### src/rtl/regfile_multiport.sv
// regfile_multiport: parametrised multi-read, single-write register file for
// the pipeline. Register 0 reads as zero. A per-register pending-write
// scoreboard lets decode detect RAW hazards against in-flight writebacks.
//
// Optional feature macro: REGFILE_BYPASS_EN
//   defined   -> write-first forwarding from the writeback port to every read port
//   undefined -> reads return stored contents only
module regfile_multiport #(
    parameter int XLEN  = 32,
    parameter int NREGS = 32,
    parameter int NREAD = 2,
    localparam int AW   = $clog2(NREGS)
) (
    input  logic                  clk,
    input  logic                  rst_n,
    input  logic [NREAD*AW-1:0]   raddr,
    output logic [NREAD*XLEN-1:0] rdata,
    output logic [NREAD-1:0]      rbusy,
    input  logic                  we,
    input  logic [AW-1:0]         waddr,
    input  logic [XLEN-1:0]       wdata,
    input  logic                  issue_valid,
    input  logic [AW-1:0]         issue_rd,
    input  logic                  flush,
    output logic [AW:0]           pending_cnt
);

    logic [XLEN-1:0]  regs [NREGS];
    logic [NREGS-1:0] pending;
    logic [NREGS-1:0] pending_nxt;
    logic [AW:0]      pending_cnt_nxt;
    logic             wr_hit;
    logic             iss_hit;

    // Population count of a pending vector, used for the registered count.
    function automatic logic [AW:0] popcount(input logic [NREGS-1:0] vec);
        logic [AW:0] cnt;
        cnt = '0;
        for (int i = 0; i < NREGS; i++) begin
            cnt = cnt + (AW+1)'(vec[i]);
        end
        return cnt;
    endfunction

    // Qualified write and issue strobes; address 0 never participates.
    always_comb begin
        wr_hit  = we && (waddr != '0);
        iss_hit = issue_valid && (issue_rd != '0);
    end

    // Storage array: cleared by reset, written on the rising edge; r0 stays zero.
    always_ff @(posedge clk or negedge rst_n) begin
        if (!rst_n) begin
            for (int r = 0; r < NREGS; r++) begin
                regs[r] <= '0;
            end
        end else if (wr_hit) begin
            regs[waddr] <= wdata;
        end
    end

    // Next pending vector: flush, then writeback clear, then issue set (set wins).
    always_comb begin
        pending_nxt = pending;
        if (flush) begin
            pending_nxt = '0;
        end
        if (wr_hit) begin
            pending_nxt[waddr] = 1'b0;
        end
        if (iss_hit) begin
            pending_nxt[issue_rd] = 1'b1;
        end
        pending_nxt[0] = 1'b0;
        pending_cnt_nxt = popcount(pending_nxt);
    end

    // Scoreboard and its count update together so the count always matches.
    always_ff @(posedge clk or negedge rst_n) begin
        if (!rst_n) begin
            pending     <= '0;
            pending_cnt <= '0;
        end else begin
            pending     <= pending_nxt;
            pending_cnt <= pending_cnt_nxt;
        end
    end

    // Per-port combinational read path.
    genvar p;
    generate
        for (p = 0; p < NREAD; p++) begin : g_read
            logic [AW-1:0]   ra;
            logic [XLEN-1:0] rd;
            logic            rb;

            assign ra = raddr[p*AW +: AW];

            // Read mux with zero register, optional forwarding and reset gating.
            always_comb begin
                rd = '0;
                rb = 1'b0;
                if (rst_n && (ra != '0)) begin
                    rd = regs[ra];
                    rb = pending[ra];
`ifdef REGFILE_BYPASS_EN
                    if (wr_hit && (ra == waddr)) begin
                        rd = wdata;
                        if (!(iss_hit && (issue_rd == waddr))) begin
                            rb = 1'b0;
                        end
                    end
`endif
                end
            end

            assign rdata[p*XLEN +: XLEN] = rd;
            assign rbusy[p]              = rb;
        end
    endgenerate

endmodule

### config.mk
export PLATFORM = sky130hd
export DESIGN_NAME = regfile_multiport
export DESIGN_NICKNAME = d
export VERILOG_FILES = /design/src/rtl/regfile_multiport.sv
export SDC_FILE = /design/constraint.sdc
export NUM_CORES = 2
export LEC_CHECK = 0
export CORE_MARGIN = 5
export CORE_UTILIZATION = 60
export DETAILED_ROUTE_END_ITERATION = 12
export GPL_ROUTABILITY_DRIVEN = 0
export GPL_TIMING_DRIVEN = 0
export HOLD_SLACK_MARGIN = 0.1
export PLACE_DENSITY = 0.77
export SKIP_CTS_REPAIR_TIMING = 1
export SYNTH_ARGS = -nofsm -noshare
export SYNTH_HDL_FRONTEND = slang
export SYNTH_SLANG_ARGS = --single-unit
### constraint.sdc
create_clock -name clk -period 13.6 [get_ports clk]
set_clock_uncertainty 0.05 [all_clocks]
set_input_delay 2.04 -clock clk [delete_from_list [all_inputs] [get_ports clk]]
set_output_delay 2.04 -clock clk [all_outputs]
set_load 0.005 [all_outputs]
==> flow_summary.ini <==
[synth]
ys_seq_elements = 1061
synthFlopType = dfrtp_1
yosys.area.top_type = dfrtp_1
synth_commonest_cells = 1061 x dfrtp_1, 992 x mux2_2, 526 x mux4_2, 267 x mux2i_1, 187 x buf_2
synthCells = 3615
yosysMostFrequentCell = dfrtp_1
synth.avg_cell_area_um2 = 15.8
synth_nets = 3702
yosysSeqAreaShare = 0.466
syn_area_mm2 = 0.0570
synth_edf_count = 0
ys_types = 45
synth_top_cell_area_share = 0.466
synth.area.top_cells = dfrtp_1 47%, mux4_2 21%, mux2_2 20%
async_flop_share = 1.00
synth_warnings = 0

[power_and_ir_drop]
total_leakage_power_nw = 27.6
power.density_mw_per_mm2 = 144
ir_worst_vdd_v = 0.000124

[routing]
vias = 37768
first_pass_iters = 6
first_iter_violations = 4565
wl_um = 190000
antenna_left = 0
routedWlPerCell_um = 36.5
drcViolationCount = 0
vias_per_cell = 7.26

[sta]
grt_setup_unrepaired = no
post-route-period-util = 0.626
slew_headroom = -0.0698
hold_viol_final = 0
setup_viol = 0
fmax_mhz = 118
fin_tns_setup_ns = 0
fin_crit_ns = 8.51
tightest_slew_ns = 1.60
drv_slew = 77

[setup_path]
cp_slowest_stage_delay_ns = 0.85
critPathTopFamily = buffers and inverters
critPathLaunchType = input port
crit_arrival_ns = 6.42
critPathKind = input port to output port
path_cells = buf_16 -> buf_16 -> buf_16 -> buf_2 -> nand3_1 -> clkbuf_1 -> o221ai_1 -> clkdlybuf4s50_1
rrSetupSlack_ns = 8.05
cp_num_buf_inv = 6
cpMaxStageDelayCell = o221ai_1
required_ns = 11.51
path_max_fanout = 119
crit_path_frequent_cell = buf_16
endpoint_kind = output port

[final_layout]
stdcell_area_mm2 = 0.0636
area_delta_synth_final_pct = 11.6
drive_above_1_share = 0.490
nets = 3938

[status]
violations = capacitance limit, slew limit
status = finished, violations left

[floorplan]
die_w_um = 318
initial_core_util = 0.603
std_cell_rows = 113
coreArea_mm2 = 0.0946
num_io_pins = 129
die_y_um = 318
fp.dieArea_mm2 = 0.101

[grt]
grt_first_pass_wirelength_um = 274000
grtUsageTotal = 0.374
grt_start_max_net_pins = 178
grt_pass1_vias = 38788
grt_remaining_overflow = 0
grt_antenna_before_repair = 12

[run]
maxCapViolations = 7

[placement]
port_buffers = 118
place.detailed.hpwl_um = 128000
dpl_cell_area_mm2 = 0.0600

[clocking]
h-tree-depth = 3
clk_path_buf_depth = 3
cts_buffers = 109
clk_latency_ns = 0.68
cts.sink_count = 1061
cts-root-buf = clkbuf_16
cts_tree = yes
cts.clk_slew.worst_paths_ns = 0.06

[min_path]
hold_class = flop to flop
==> worst reg2reg max path, delay by kind of cell (launching register included) <==
family,cells,cell delay (ns)
AO/OA/AOI/OAI,3,0.66
flip-flops,1,0.40
adder cells (fa/ha/maj),8,3.76
XOR/XNOR,1,0.13
buffers and inverters,7,0.48
==> registers in the layout, summed over array words and instances, names as in the netlist <==
register     flops
regs          1024
pending         31
pending_cnt      6
==> stage by stage <==
| step | std cells | util | hold slack [ns] | setup slack (ns) | total power, mW |
|---|---|---|---|---|---|
| after floorplan | 3615 | - | 0.391 | 6.04 | 5.46 |
| after global placement | 4998 | 0.632 | 0.402 | -37.72 | 6.03 |
| after detailed placement | 5005 | 0.634 | 0.417 | 4.96 | 6.10 |
| after CTS | 5195 | 0.672 | 0.433 | 5.05 | 9.12 |
| after global routing | 5197 | 0.672 | 0.446 | 4.81 | 9.48 |
| final | 5203 | 0.672 | 0.435 | 5.09 | 9.15 |
==> final timing paths <==
kind / startpoint / end / cells past startpoint
min in group asynchronous: rst_n / regs[217] / 1
max in group asynchronous: rst_n / regs[135] / 4
min reg2reg: regs[1010] / regs[1010] / 1
min: regs[1010] / regs[1010] / 1
max: rst_n / rdata[54] / 8
max reg2reg: pending[26] / pending_cnt[4] / 19
==> cell families after synthesis <==
family | synth area share
XOR/XNOR | 0.000461
multiplexers | 0.451
flip-flops | 0.466
AO/OA/AOI/OAI | 0.0261
adder cells (fa/ha/maj) | 0.00961
AND/OR/NAND/NOR | 0.00961
buffers and inverters | 0.0377
==> final cells by class <==
cell class              instances  area [µm²]
multi-input cells            2092       28300
fillers                      6520       31000
repair buffers                125        1390
plain buffers                 415        1980
flip-flops and latches       1061       26600
diodes                          8        20.0
clock inverters                19         298
clock buffers                 171        3290
well taps                    1265        1580
inverters                      47         176
==> cells in the final DEF, fill, tap and decap left out, drive strengths merged, types with 2 or more instances in the layout <==
| cell | count |
|---|---|
| a21o | 2 |
| a21oi | 2 |
| and3 | 2 |
| buf | 236 |
| bufinv | 7 |
| clkbuf | 358 |
| clkdlybuf4s50 | 117 |
| clkinv | 7 |
| clkinvlp | 2 |
| dfrtp | 1061 |
| diode | 8 |
| fa | 23 |
| ha | 7 |
| inv | 50 |
| mux2 | 992 |
| mux2i | 267 |
| mux4 | 526 |
| nand2 | 18 |
| nand2b | 6 |
| nand3 | 22 |
| nand3b | 9 |
| nor2 | 19 |
| nor2b | 5 |
| nor3 | 3 |
| nor3b | 3 |
| o21a | 5 |
| o21ai | 14 |
| o221ai | 65 |
| o22a | 65 |
| o32a | 6 |
| o32ai | 16 |
| xnor2 | 3 |
==> report_power, final <==
| group | internal, mW | switching (mW) |
|---|---|---|
| sequential | 3.74 | 0.434 |
| combinational | 1.15 | 0.768 |
| clock | 1.78 | 1.27 |
==> metal layers <==
layer | GRT usage | wire length [µm]
met2 | 0.550 | 84000
met1 | 0.485 | 68900
met3 | 0.129 | 22200
met4 | 0.226 | 14600
met5 | 0.00993 | 190
Note: power is estimated with default switching activity, not from simulation.
